## src/rtl/sgmii_pkg.sv

```systemverilog
// sgmii_pkg: shared states, config-word bit positions and helpers for SGMII auto-negotiation
package sgmii_pkg;
  typedef enum logic [2:0] {
    AN_ENABLE      = 3'd0,
    AN_RESTART     = 3'd1,
    ABILITY_DETECT = 3'd2,
    ACK_DETECT     = 3'd3,
    COMPLETE_ACK   = 3'd4,
    IDLE_DETECT    = 3'd5,
    LINK_OK        = 3'd6
  } an_state_t;
  localparam int CFG_LINK     = 15;
  localparam int CFG_ACK      = 14;
  localparam int CFG_DUPLEX   = 12;
  localparam int CFG_SPEED_HI = 11;
  localparam int CFG_SPEED_LO = 10;
  localparam int CFG_SGMII    = 0;
  localparam logic [15:0] CFG_ACK_MASK = 16'h4000;
  localparam logic [1:0] SPEED_10   = 2'b00;
  localparam logic [1:0] SPEED_100  = 2'b01;
  localparam logic [1:0] SPEED_1000 = 2'b10;
  // config words compare equal when they differ at most in the ACK bit
  function automatic logic cfg_eq(input logic [15:0] a, input logic [15:0] b);
    return ((a ^ b) & ~CFG_ACK_MASK) == 16'h0000;
  endfunction
endpackage

```

## src/rtl/sgmii_an_match.sv

```systemverilog
// sgmii_an_match: consecutive config/idle event counters and the ability/ack/zero/idle match flags
//   clock_i, reset_i          : symbol clock, synchronous active-high reset
//   clear_i                   : state entry, clears all counters
//   cfg_valid_i, cfg_word_i   : received /C/ event and word (wins over a coincident idle)
//   idle_valid_i              : received /I/ event
//   partner_i                 : latched partner word used by ack_match_o
//   *_match_o, word_o         : match flags and the most recent received word
module sgmii_an_match
  import sgmii_pkg::*;
#(
  parameter int MATCH_COUNT = 3
) (
  input  logic        clock_i,
  input  logic        reset_i,
  input  logic        clear_i,
  input  logic        cfg_valid_i,
  input  logic [15:0] cfg_word_i,
  input  logic        idle_valid_i,
  input  logic [15:0] partner_i,
  output logic        ability_match_o,
  output logic        ack_match_o,
  output logic        zero_match_o,
  output logic        idle_match_o,
  output logic [15:0] word_o
);
  localparam int CW = $clog2(MATCH_COUNT + 1);
  localparam logic [CW-1:0] MC = CW'(MATCH_COUNT);
  function automatic logic [CW-1:0] inc(input logic [CW-1:0] c);
    return c == MC ? c : c + 1'b1;
  endfunction
  logic [CW-1:0] cfg_cnt_q, cfg_cnt_d, ack_cnt_q, ack_cnt_d, zero_cnt_q, zero_cnt_d, idle_cnt_q, idle_cnt_d;
  logic [15:0] word_q, word_d;
  logic idle_ev, same_run;
  assign idle_ev  = idle_valid_i & ~cfg_valid_i;
  assign same_run = cfg_cnt_q != '0 && cfg_eq(cfg_word_i, word_q);
  always_comb begin
    cfg_cnt_d  = clear_i ? '0 : cfg_valid_i ? (same_run ? inc(cfg_cnt_q) : CW'(1)) : idle_ev ? '0 : cfg_cnt_q;
    ack_cnt_d  = clear_i ? '0 : cfg_valid_i ? (!cfg_word_i[CFG_ACK] ? '0 : same_run ? inc(ack_cnt_q) : CW'(1)) : idle_ev ? '0 : ack_cnt_q;
    zero_cnt_d = clear_i ? '0 : cfg_valid_i ? (cfg_word_i == '0 ? inc(zero_cnt_q) : '0) : idle_ev ? '0 : zero_cnt_q;
    idle_cnt_d = clear_i || cfg_valid_i ? '0 : idle_ev ? inc(idle_cnt_q) : idle_cnt_q;
    word_d     = cfg_valid_i ? cfg_word_i : word_q;
  end
  always_ff @(posedge clock_i) begin
    if (reset_i) begin
      cfg_cnt_q  <= '0;
      ack_cnt_q  <= '0;
      zero_cnt_q <= '0;
      idle_cnt_q <= '0;
      word_q     <= '0;
    end else begin
      cfg_cnt_q  <= cfg_cnt_d;
      ack_cnt_q  <= ack_cnt_d;
      zero_cnt_q <= zero_cnt_d;
      idle_cnt_q <= idle_cnt_d;
      word_q     <= word_d;
    end
  end
  assign ability_match_o = cfg_cnt_q == MC && (word_q & ~CFG_ACK_MASK) != '0;
  assign ack_match_o     = ability_match_o && ack_cnt_q == MC && cfg_eq(word_q, partner_i);
  assign zero_match_o    = zero_cnt_q == MC;
  assign idle_match_o    = idle_cnt_q == MC;
  assign word_o          = word_q;
endmodule

```

## src/rtl/sgmii_an_ctrl.sv

```systemverilog
// sgmii_an_ctrl: SGMII MAC-side Clause 37 auto-negotiation arbitration FSM with link timer
//   clock_i, reset_i                 : 125 MHz symbol clock, synchronous active-high reset
//   an_restart_config_i              : active-low restart, holds the FSM in AN_RESTART
//   rx_sync_i                        : decoder sync, 0 forces AN_ENABLE
//   rx_config_valid_i, rx_config_i   : received /C/ event and word
//   rx_idle_valid_i                  : received /I/ event
//   tx_config_en_o, tx_config_word_o : TX ordered-set selection and config word
//   an_done_o, link_up_o, partner_*  : negotiated result, valid in LINK_OK
//   an_state_o                       : current state for debug
module sgmii_an_ctrl
  import sgmii_pkg::*;
#(
  parameter int          LINK_TIMER  = 200000,
  parameter logic [15:0] TX_ABILITY  = 16'h0001,
  parameter int          MATCH_COUNT = 3
) (
  input  logic        clock_i,
  input  logic        reset_i,
  input  logic        an_restart_config_i,
  input  logic        rx_sync_i,
  input  logic        rx_config_valid_i,
  input  logic [15:0] rx_config_i,
  input  logic        rx_idle_valid_i,
  output logic        tx_config_en_o,
  output logic [15:0] tx_config_word_o,
  output logic        an_done_o,
  output logic        link_up_o,
  output logic [1:0]  partner_speed_o,
  output logic        partner_duplex_o,
  output logic [2:0]  an_state_o
);
  localparam int TW = $clog2(LINK_TIMER + 1);
  localparam logic [TW-1:0] T_LAST = TW'(LINK_TIMER - 1);
  an_state_t state_q, state_d;
  logic [TW-1:0] timer_q, timer_d;
  logic [15:0] partner_q, partner_d, tx_word_q, tx_word_d, rx_word;
  logic [1:0] speed_q, speed_d;
  logic tx_en_q, tx_en_d, done_q, done_d, link_q, link_d, duplex_q, duplex_d;
  logic ability, ack, zero, idle, timer_done, entry, mismatch;
  sgmii_an_match #(.MATCH_COUNT(MATCH_COUNT)) u_match (
    .clock_i        (clock_i),
    .reset_i        (reset_i),
    .clear_i        (entry),
    .cfg_valid_i    (rx_config_valid_i),
    .cfg_word_i     (rx_config_i),
    .idle_valid_i   (rx_idle_valid_i),
    .partner_i      (partner_q),
    .ability_match_o(ability),
    .ack_match_o    (ack),
    .zero_match_o   (zero),
    .idle_match_o   (idle),
    .word_o         (rx_word)
  );
  assign timer_done = timer_q == T_LAST;
  assign entry      = state_d != state_q;
  assign mismatch   = rx_config_valid_i && !cfg_eq(rx_config_i, partner_q);
  always_comb begin
    state_d = state_q;
    if (!rx_sync_i) state_d = AN_ENABLE;
    else if (!an_restart_config_i && state_q != AN_ENABLE) state_d = AN_RESTART;
    else
      case (state_q)
        AN_ENABLE:      state_d = AN_RESTART;
        AN_RESTART:     state_d = timer_done ? ABILITY_DETECT : AN_RESTART;
        ABILITY_DETECT: state_d = ability ? ACK_DETECT : ABILITY_DETECT;
        ACK_DETECT:     state_d = mismatch || zero ? AN_ENABLE : ack ? COMPLETE_ACK : ACK_DETECT;
        COMPLETE_ACK:   state_d = zero ? AN_ENABLE : timer_done ? IDLE_DETECT : COMPLETE_ACK;
        IDLE_DETECT:    state_d = ability ? AN_ENABLE : timer_done && idle ? LINK_OK : IDLE_DETECT;
        LINK_OK:        state_d = ability ? AN_ENABLE : LINK_OK;
        default:        state_d = AN_ENABLE;
      endcase
  end
  // timer is held at zero while restart is asserted so the full period runs after release;
  // it saturates so a completed period stays visible in IDLE_DETECT
  always_comb begin
    timer_d   = entry || !an_restart_config_i ? '0 : timer_done ? timer_q : timer_q + 1'b1;
    partner_d = state_q == ABILITY_DETECT && ability ? rx_word : partner_q;
    tx_en_d   = !(state_q == IDLE_DETECT || state_q == LINK_OK);
    tx_word_d = state_q == ABILITY_DETECT ? TX_ABILITY & ~CFG_ACK_MASK :
                (state_q == ACK_DETECT || state_q == COMPLETE_ACK) ? TX_ABILITY | CFG_ACK_MASK : '0;
    done_d    = state_q == LINK_OK;
    link_d    = done_d & partner_q[CFG_LINK];
    speed_d   = done_d ? partner_q[CFG_SPEED_HI:CFG_SPEED_LO] : speed_q;
    duplex_d  = done_d ? partner_q[CFG_DUPLEX] : duplex_q;
  end
  always_ff @(posedge clock_i) begin
    if (reset_i) begin
      state_q   <= AN_ENABLE;
      timer_q   <= '0;
      partner_q <= '0;
      tx_en_q   <= 1'b1;
      tx_word_q <= '0;
      done_q    <= 1'b0;
      link_q    <= 1'b0;
      speed_q   <= '0;
      duplex_q  <= 1'b0;
    end else begin
      state_q   <= state_d;
      timer_q   <= timer_d;
      partner_q <= partner_d;
      tx_en_q   <= tx_en_d;
      tx_word_q <= tx_word_d;
      done_q    <= done_d;
      link_q    <= link_d;
      speed_q   <= speed_d;
      duplex_q  <= duplex_d;
    end
  end
  assign tx_config_en_o   = tx_en_q;
  assign tx_config_word_o = tx_word_q;
  assign an_done_o        = done_q;
  assign link_up_o        = link_q;
  assign partner_speed_o  = speed_q;
  assign partner_duplex_o = duplex_q;
  assign an_state_o       = state_q;
endmodule

```

## config.mk

```make
export PLATFORM = sky130hd
export DESIGN_NAME = sgmii_an_ctrl
export DESIGN_NICKNAME = d
export VERILOG_FILES = /design/src/rtl/sgmii_pkg.sv /design/src/rtl/sgmii_an_match.sv /design/src/rtl/sgmii_an_ctrl.sv
export SDC_FILE = /design/constraint.sdc
export NUM_CORES = 1
export LEC_CHECK = 0
export ABC_AREA = 1
export CAP_MARGIN = 20
export CORE_ASPECT_RATIO = 0.6
export CORE_UTILIZATION = 58
export CTS_BUF_LIST = sky130_fd_sc_hd__clkbuf_8
export DETAILED_ROUTE_END_ITERATION = 10
export PLACE_DENSITY = 0.87
export SYNTH_ARGS = -nofsm -noshare
export SYNTH_HDL_FRONTEND = slang
export SYNTH_SLANG_ARGS = --single-unit
export TNS_END_PERCENT = 100
```

## constraint.sdc

```tcl
create_clock -name clock_i -period 2.6 [get_ports clock_i]
set_input_delay 0.52 -clock clock_i [delete_from_list [all_inputs] [get_ports clock_i]]
set_output_delay 0.52 -clock clock_i [all_outputs]
set_load 0.03 [all_outputs]
```

Yosys cells after proc, flatten, opt, wreduce, memory -nomap -nowiden. Index checks and enable logic that the tools add are counted.

Register bits: 82. Input bits: 22. Output and inout port bits: 25. Logic and storage cells: 100.

Add/subtract/negate cells: 5. Equal/unequal tests: 15. Muxes and demuxes: 25. Bitwise logic cells: 7. Reduce and logical (&&, ||, !) cells: 33.

Operators by type and width (count): zero test 16 bit (4); bitwise XOR 16 bit (3); two-way mux 2 bit (13); two-way mux 3 bit (7); one-hot mux 3 bit (7 select lines) (1); adder 18 x 1 -> 18 bit, second input constant (1); == test 18 bit, second input constant (1); nonzero test 16 bit (1); two-way mux 15 bit (1); == test 3 bit, second input constant (3); adder 2 x 1 -> 2 bit, second input constant (4); == test 2 bit, second input constant (4); logical AND 1 bit (8); AND reduction 2 bit (4); OR reduction 2 bit (4); == test 3 x 2 -> 1 bit, second input constant (2); inequality test 3 bit, second input constant (2); logical OR 1 bit (5); inequality test 4 bit, second input constant (1); nonzero test 2 bit (2); == test 3 x 1 -> 1 bit, second input constant (1); zero test 1 bit (3); zero test 3 bit (1); two-way mux 1 bit (3); 4 further kinds (6).

Depth between registers and ports, before layout. Gate-level depths: netlist (run 1).

Depth after elaboration: 12. Gate-level depth with buffers: 17. Mapped depth without buffers: 16.

Hierarchy. A second synthesis (run 1) with hierarchy kept.

Cells, all modules: 648. Area total of the unflattened synthesis: 4098.9 µm².

Modules (own cells, without submodules): sgmii_an_ctrl (instances 1, cells each 390, area each 2522.4 µm², sequential area each 900.9 µm²); sgmii_an_match (instances 1, cells each 258, area each 1576.5 µm², sequential area each 480.5 µm²).

Least setup slack after synthesis (run 1). OpenSTA, ideal clock, no wires.

Kind: register -> register. Start: register state_q[2] (netlist: an_state_o[2]). End: register timer_q[13]. Library setup time: 0.062 ns. Data arrival time: 2.016 ns. Data required time: 2.538 ns. Slack: 0.522 ns. Cell stages (with the launch flop): 14. Path buffers: 2. Clock period less this slack: 2.078 ns. Path through: dfxtp_1 buf_2 inv_2 nor3_4 or2_1 inv_2 nor2_2 a21oi_1 nand2_2 a21oi_2 nor2_4 nand4_4 buf_6 nor2_2.

Cells in the longest elaborated chain, start to end: 7. Elaborated cells on any way between the ends: 15. Classes of those cells: eq/ne: 7; mux: 3; reduce/logical: 5.

Ends and longest elaborated chain: start: declaration (line sgmii_an_ctrl.sv:34) `an_state_t state_q, state_d;`; start signal: assignment (line sgmii_an_ctrl.sv:98) `state_q <= state_d;`; == test 3 bit, or another cell as far along (line sgmii_an_ctrl.sv:62) `case (state_q)`; one-hot mux 3 bit (7 select lines) or logical AND 1 bit (tied branches) (line sgmii_an_ctrl.sv:62, sgmii_an_ctrl.sv:60); two-way mux 3 bit (line sgmii_an_ctrl.sv:60) `else if (!an_restart_config_i && state_q != AN_ENABLE) state_d = AN_RESTART;`; two-way mux 3 bit (line sgmii_an_ctrl.sv:59) `if (!rx_sync_i) state_d = AN_ENABLE;`; inequality test 3 bit (*) (line sgmii_an_ctrl.sv:55) `assign entry = state_d != state_q;`; logical OR 1 bit (*) (line sgmii_an_ctrl.sv:76) `timer_d = entry || !an_restart_config_i ? '0 : timer_done ? timer_q : timer_q + 1'b1;`; OR reduction 2 bit (no line) (*); end signal: assignment (line sgmii_an_ctrl.sv:99) `timer_q <= timer_d;`; end: declaration (line sgmii_an_ctrl.sv:35) `logic [TW-1:0] timer_q, timer_d;`.

Every way passes the cells marked *; elsewhere a longest branch is shown, timed or not. A chain may end at the register's enable or synchronous reset.

Final worst setup path (run 1).
Start: input port rx_config_i[6]. End: register u_match.cfg_cnt_q[1].

Cells in the longest elaborated chain, start to end: 11. Elaborated cells on any way between the ends: 18. Classes of those cells: eq/ne: 2; mux: 6; bitwise: 2; reduce/logical: 8.

Ends and longest elaborated chain: start: declaration (line sgmii_an_ctrl.sv:22) `input logic [15:0] rx_config_i,`; bitwise XOR 16 bit (line sgmii_pkg.sv:24) `return ((a ^ b) & ~CFG_ACK_MASK) == 16'h0000;`; zero test 16 bit (line sgmii_pkg.sv:24); zero test 1 bit (line sgmii_an_ctrl.sv:56) `assign mismatch = rx_config_valid_i && !cfg_eq(rx_config_i, partner_q);`; logical AND 1 bit (line sgmii_an_ctrl.sv:56); logical OR 1 bit (line sgmii_an_ctrl.sv:66) `ACK_DETECT: state_d = mismatch || zero ? AN_ENABLE : ack ? COMPLETE_ACK : ACK_DETECT;`; two-way mux 3 bit (line sgmii_an_ctrl.sv:66); one-hot mux 3 bit (7 select lines) (line sgmii_an_ctrl.sv:62); two-way mux 3 bit (line sgmii_an_ctrl.sv:60); two-way mux 3 bit (line sgmii_an_ctrl.sv:59); inequality test 3 bit (line sgmii_an_ctrl.sv:55); OR reduction 2 bit (no line); end signal: assignment (line sgmii_an_match.sv:51) `cfg_cnt_q <= cfg_cnt_d;`; end: declaration (line sgmii_an_match.sv:31) `logic [CW-1:0] cfg_cnt_q, cfg_cnt_d, ack_cnt_q, ack_cnt_d, zero_cnt_q, zero_cnt_d, idle_cnt_q, idle_cnt_d;`.

Parallel ways exist; a longest one is shown, timed or not.

==> reports/qor.json, run 1 <==
{
  "yosys": {
    "synth_largest_area_cell": "sky130_fd_sc_hd__dfxtp_1",
    "syn-cell-area_sq_um": 3907,
    "netlist-cell-type-count": 35,
    "post_synth.cell_area_avg_sq_um": 6.354,
    "synth_sequential_area_ratio_pct": 34.33,
    "postSynthRegisterBits": 67,
    "synth_edf_count": 0,
    "synth_top_cell_area_share_pct": 34.33,
    "syn-instance-count": 615,
    "netlist_top_cells_area": "sky130_fd_sc_hd__dfxtp_1 (34%), sky130_fd_sc_hd__nand2_1 (16%), sky130_fd_sc_hd__inv_1 (8.1%)",
    "dominantRegCellSynth": "sky130_fd_sc_hd__dfxtp_1",
    "synthArstFlopShare_pct": 0,
    "synth-warning-count": 0,
    "ys_top_cells_by_count": "sky130_fd_sc_hd__nand2_1 (166), sky130_fd_sc_hd__inv_1 (84), sky130_fd_sc_hd__nor2_1 (79)",
    "yosys.cell_count.top_type": "sky130_fd_sc_hd__nand2_1"
  },
  "cells_and_area": {
    "multi_input_comb_area_sq_um": 2141,
    "fillCellCount": 496,
    "drive_gt1_share_pct": 11.18,
    "ff_latch_area_sq_um": 1341,
    "nets": 704,
    "antenna-diode-count": 0,
    "layout_overhead_on_the_synthesized_area_pct": 19.92,
    "final_util_pct": 74.34
  },
  "sta": {
    "rel_slew_slack_pct": 65.20,
    "setup_viol": 0,
    "timing.final.hold_violations": 0,
    "achievable-frequency_ghz": 0.4166,
    "slew_limit_fails": 0,
    "tightestPinTransition_ns": 0.5196,
    "post-route-min-period_ns": 2.401,
    "timing.clock.skew_ns": 0.008047,
    "finalCritPeriodShare_pct": 92.33,
    "whs_ns": 0.5085
  },
  "drt": {
    "number_of_vias_per_cell": 5.503,
    "drt_drc_violations_left": 0,
    "drt_first_iter_violations": 475,
    "dr.pass1.iters": 8,
    "wire_length_reported_by_the_detailed_router_mm": 11.00,
    "detailroute.via_count": 4204,
    "ant_nets": 0,
    "routed_wire_length_per_instance_microns": 14.39
  },
  "run_status": {
    "result_of_the_run": "complete, no violations"
  },
  "critical_path": {
    "worst-setup-path-type": "in -> reg",
    "worstPathCellList": "clkdlybuf4s50_1 > inv_1 > nand2_1 > a21oi_1 > nand4_1 > nor4_2 > buf_4 > nand2_1 > buf_4 > nor2_1 > nand2_1 > nand2_1 > nand2_1 > a21oi_1",
    "data_arrival_time_of_the_critical_path_ns": 2.69,
    "critPathBufInv": 4,
    "crit_path_max_incr_delay_ns": 0.46,
    "required_ns": 2.89,
    "critPathLaunchType": "input pin",
    "worst_r2r_path_depth": 16,
    "timing.critical_path.depth": 14,
    "worst_path_max_delay_cell": "sky130_fd_sc_hd__clkdlybuf4s50_1",
    "timing.critical_path.mode_cell": "sky130_fd_sc_hd__nand2_1",
    "critPathMaxFanout": 4,
    "crit_path_max_delay_family": "simple AND/OR/NAND/NOR gates",
    "critical_path_endpoint_category": "flip-flop"
  },
  "global_route": {
    "grt_use_total_pct": 32.55,
    "globalRouteOverflowTotal": 0,
    "grt_pass1_wl_mm": 17.12,
    "antenna_violations_before_repair": 0,
    "grt_max_degree": 35,
    "grt_pass1_vias": 3629
  },
  "clock_network": {
    "cts.repair.resized": 0,
    "post-cts-setup-buffers": 0,
    "cts_num_sinks": 67,
    "htree_levels": 3,
    "cts.path.max_buffers": 2,
    "cts_clock_pin_slew_for_the_worst_setup_and_hold_paths_ns": 0.07,
    "worstSkewPairLatency_ns": 0.36,
    "cts_made_buffers": 9,
    "clk_root_buf": "sky130_fd_sc_hd__clkbuf_8",
    "hold_buffers": 0,
    "tritoncts": "built"
  },
  "placement": {
    "dp_hpwl_mm": 8.228,
    "globalplace.congestion": 0.9533,
    "numPortBuffers": 32
  },
  "floorplanning": {
    "core-area_sq_um": 6304,
    "die-width_microns": 108.0,
    "vert_die_dim_microns": 65.58,
    "design.die.area_sq_um": 7080,
    "io_pins": 47,
    "row_count": 22,
    "floorplan.initialDensity_pct": 61.99
  },
  "worst_hold_path": {
    "timing.hold.worst_path_depth": 2,
    "hp-class": "reg -> reg"
  },
  "flow_run": {
    "max-cap-violations": 0
  },
  "pwr": {
    "powerDensity_nw_per_um2": 469.4,
    "worst_ir_drop_vdd_uv": 391.2,
    "power_leakage_nw": 2.076
  }
}
## logic make-up after synthesis
kind of cell / share of synthesized area [%]
simple gates: 33.24
flops: 34.33
buf+inv: 12.81
other cells: 0.09597
mux: 0.5123
xor+xnor: 4.707
fa+ha+maj: 1.921
compound gates: 12.39
## path summary, 6_finish.rpt
kind / startpoint / to / slack, ns
hold / removal: partner_q[5]$_SDFFE_PP0P_ / partner_q[5]$_SDFFE_PP0P_ / 0.51
setup / recovery: rx_config_i[6] / u_match.cfg_cnt_q[1]$_SDFFE_PP0P_ / 0.20
setup reg to reg: timer_q[0]$_SDFFE_PP0P_ / timer_q[3]$_SDFFE_PP0P_ / 0.23
hold reg to reg: partner_q[5]$_SDFFE_PP0P_ / partner_q[5]$_SDFFE_PP0P_ / 0.51
## tightest hold or removal path, delay by kind of cell (launching register included)
kind | cells | cell delay [ns]
DFF | 1 | 0.33
AOI/OAI and AO/OA | 1 | 0.06
buffers and inverters | 1 | 0.08
## layer usage
metal	track usage, %	vias up	share of wire, %	wire length [microns]
met5	0	-	0	0
met4	10.96	0	2.0	224
met3	11.01	35	12	1303
met2	46.89	253	41	4537
met1	45.06	1899	45	4931
li1	-	2017	-	-
## final cells by class
cell class,instances,area share [%]
Timing Repair Buffer,63,12.34
Clock inverter,3,0.2937
Tap cell,84,2.243
Inverter,91,7.290
Clock buffer,12,3.525
Sequential cell,67,28.62
Multi-Input combinational cell,444,45.69
## per-stage QoR
step	cell area [sq um]	cells	setup slack [ns]	setup TNS (ns)	power (mW)
after global routing	4686	764	-0.004257	-0.004257	2.276
after CTS	4659	764	0.1462	0	2.183
after floorplan	3956	628	0.5221	0	1.277
after global placement	4481	749	-0.1122	-0.3823	1.377
after detailed placement	4481	749	-0.1253	-1.360	1.387
final	4686	764	0.1993	0	2.199
## cells in the final DEF (no fill, tap or decap), drive strengths merged, types with 14 or more instances in the layout
master,n
a21oi,48
buf,31
clkdlybuf4s50,32
conb,14
dfxtp,67
inv,91
nand2,167
nand3,17
nor2,91
nor3,16
o21ai,42
xor2,15
## sequential cells by signal (all words and copies together), names as in the netlist, 2 cells and up
signal and cells:
an_state_o 3, partner_q 15, partner_speed_o 2, timer_q 18
tx_config_word_o 2, u_match.ack_cnt_q 2, u_match.cfg_cnt_q 2, u_match.idle_cnt_q 2
u_match.word_o 15, u_match.zero_cnt_q 2
## report_power, final
part | switching, mW | internal [mW] | total, mW
logic | 0.183 | 0.119 | 0.301
registers | 0.0302 | 1.05 | 1.08
clock network | 0.409 | 0.413 | 0.821
(Power assumes the default switching activity.)
==> run 2: changes to the inputs <==
--- a/config.mk
+++ b/config.mk
@@ -15,4 +15,4 @@
 export SYNTH_ARGS = -nofsm -noshare
 export SYNTH_HDL_FRONTEND = slang
 export SYNTH_SLANG_ARGS = --single-unit
-export TNS_END_PERCENT = 100
+export TNS_END_PERCENT = 5
==> results of run 2 <==
Same layout as run 1: the final DEF is identical, and so are final timing and power.
==> run 3: changes to the inputs <==
--- a/config.mk
+++ b/config.mk
@@ -6,7 +6,7 @@
 export NUM_CORES = 1
 export LEC_CHECK = 0
 export ABC_AREA = 1
-export CAP_MARGIN = 20
+export CAP_MARGIN = 0
 export CORE_ASPECT_RATIO = 0.6
 export CORE_UTILIZATION = 58
 export CTS_BUF_LIST = sky130_fd_sc_hd__clkbuf_8
==> results of run 3 <==
Same layout as run 1: the final DEF is identical, and so are final timing and power.
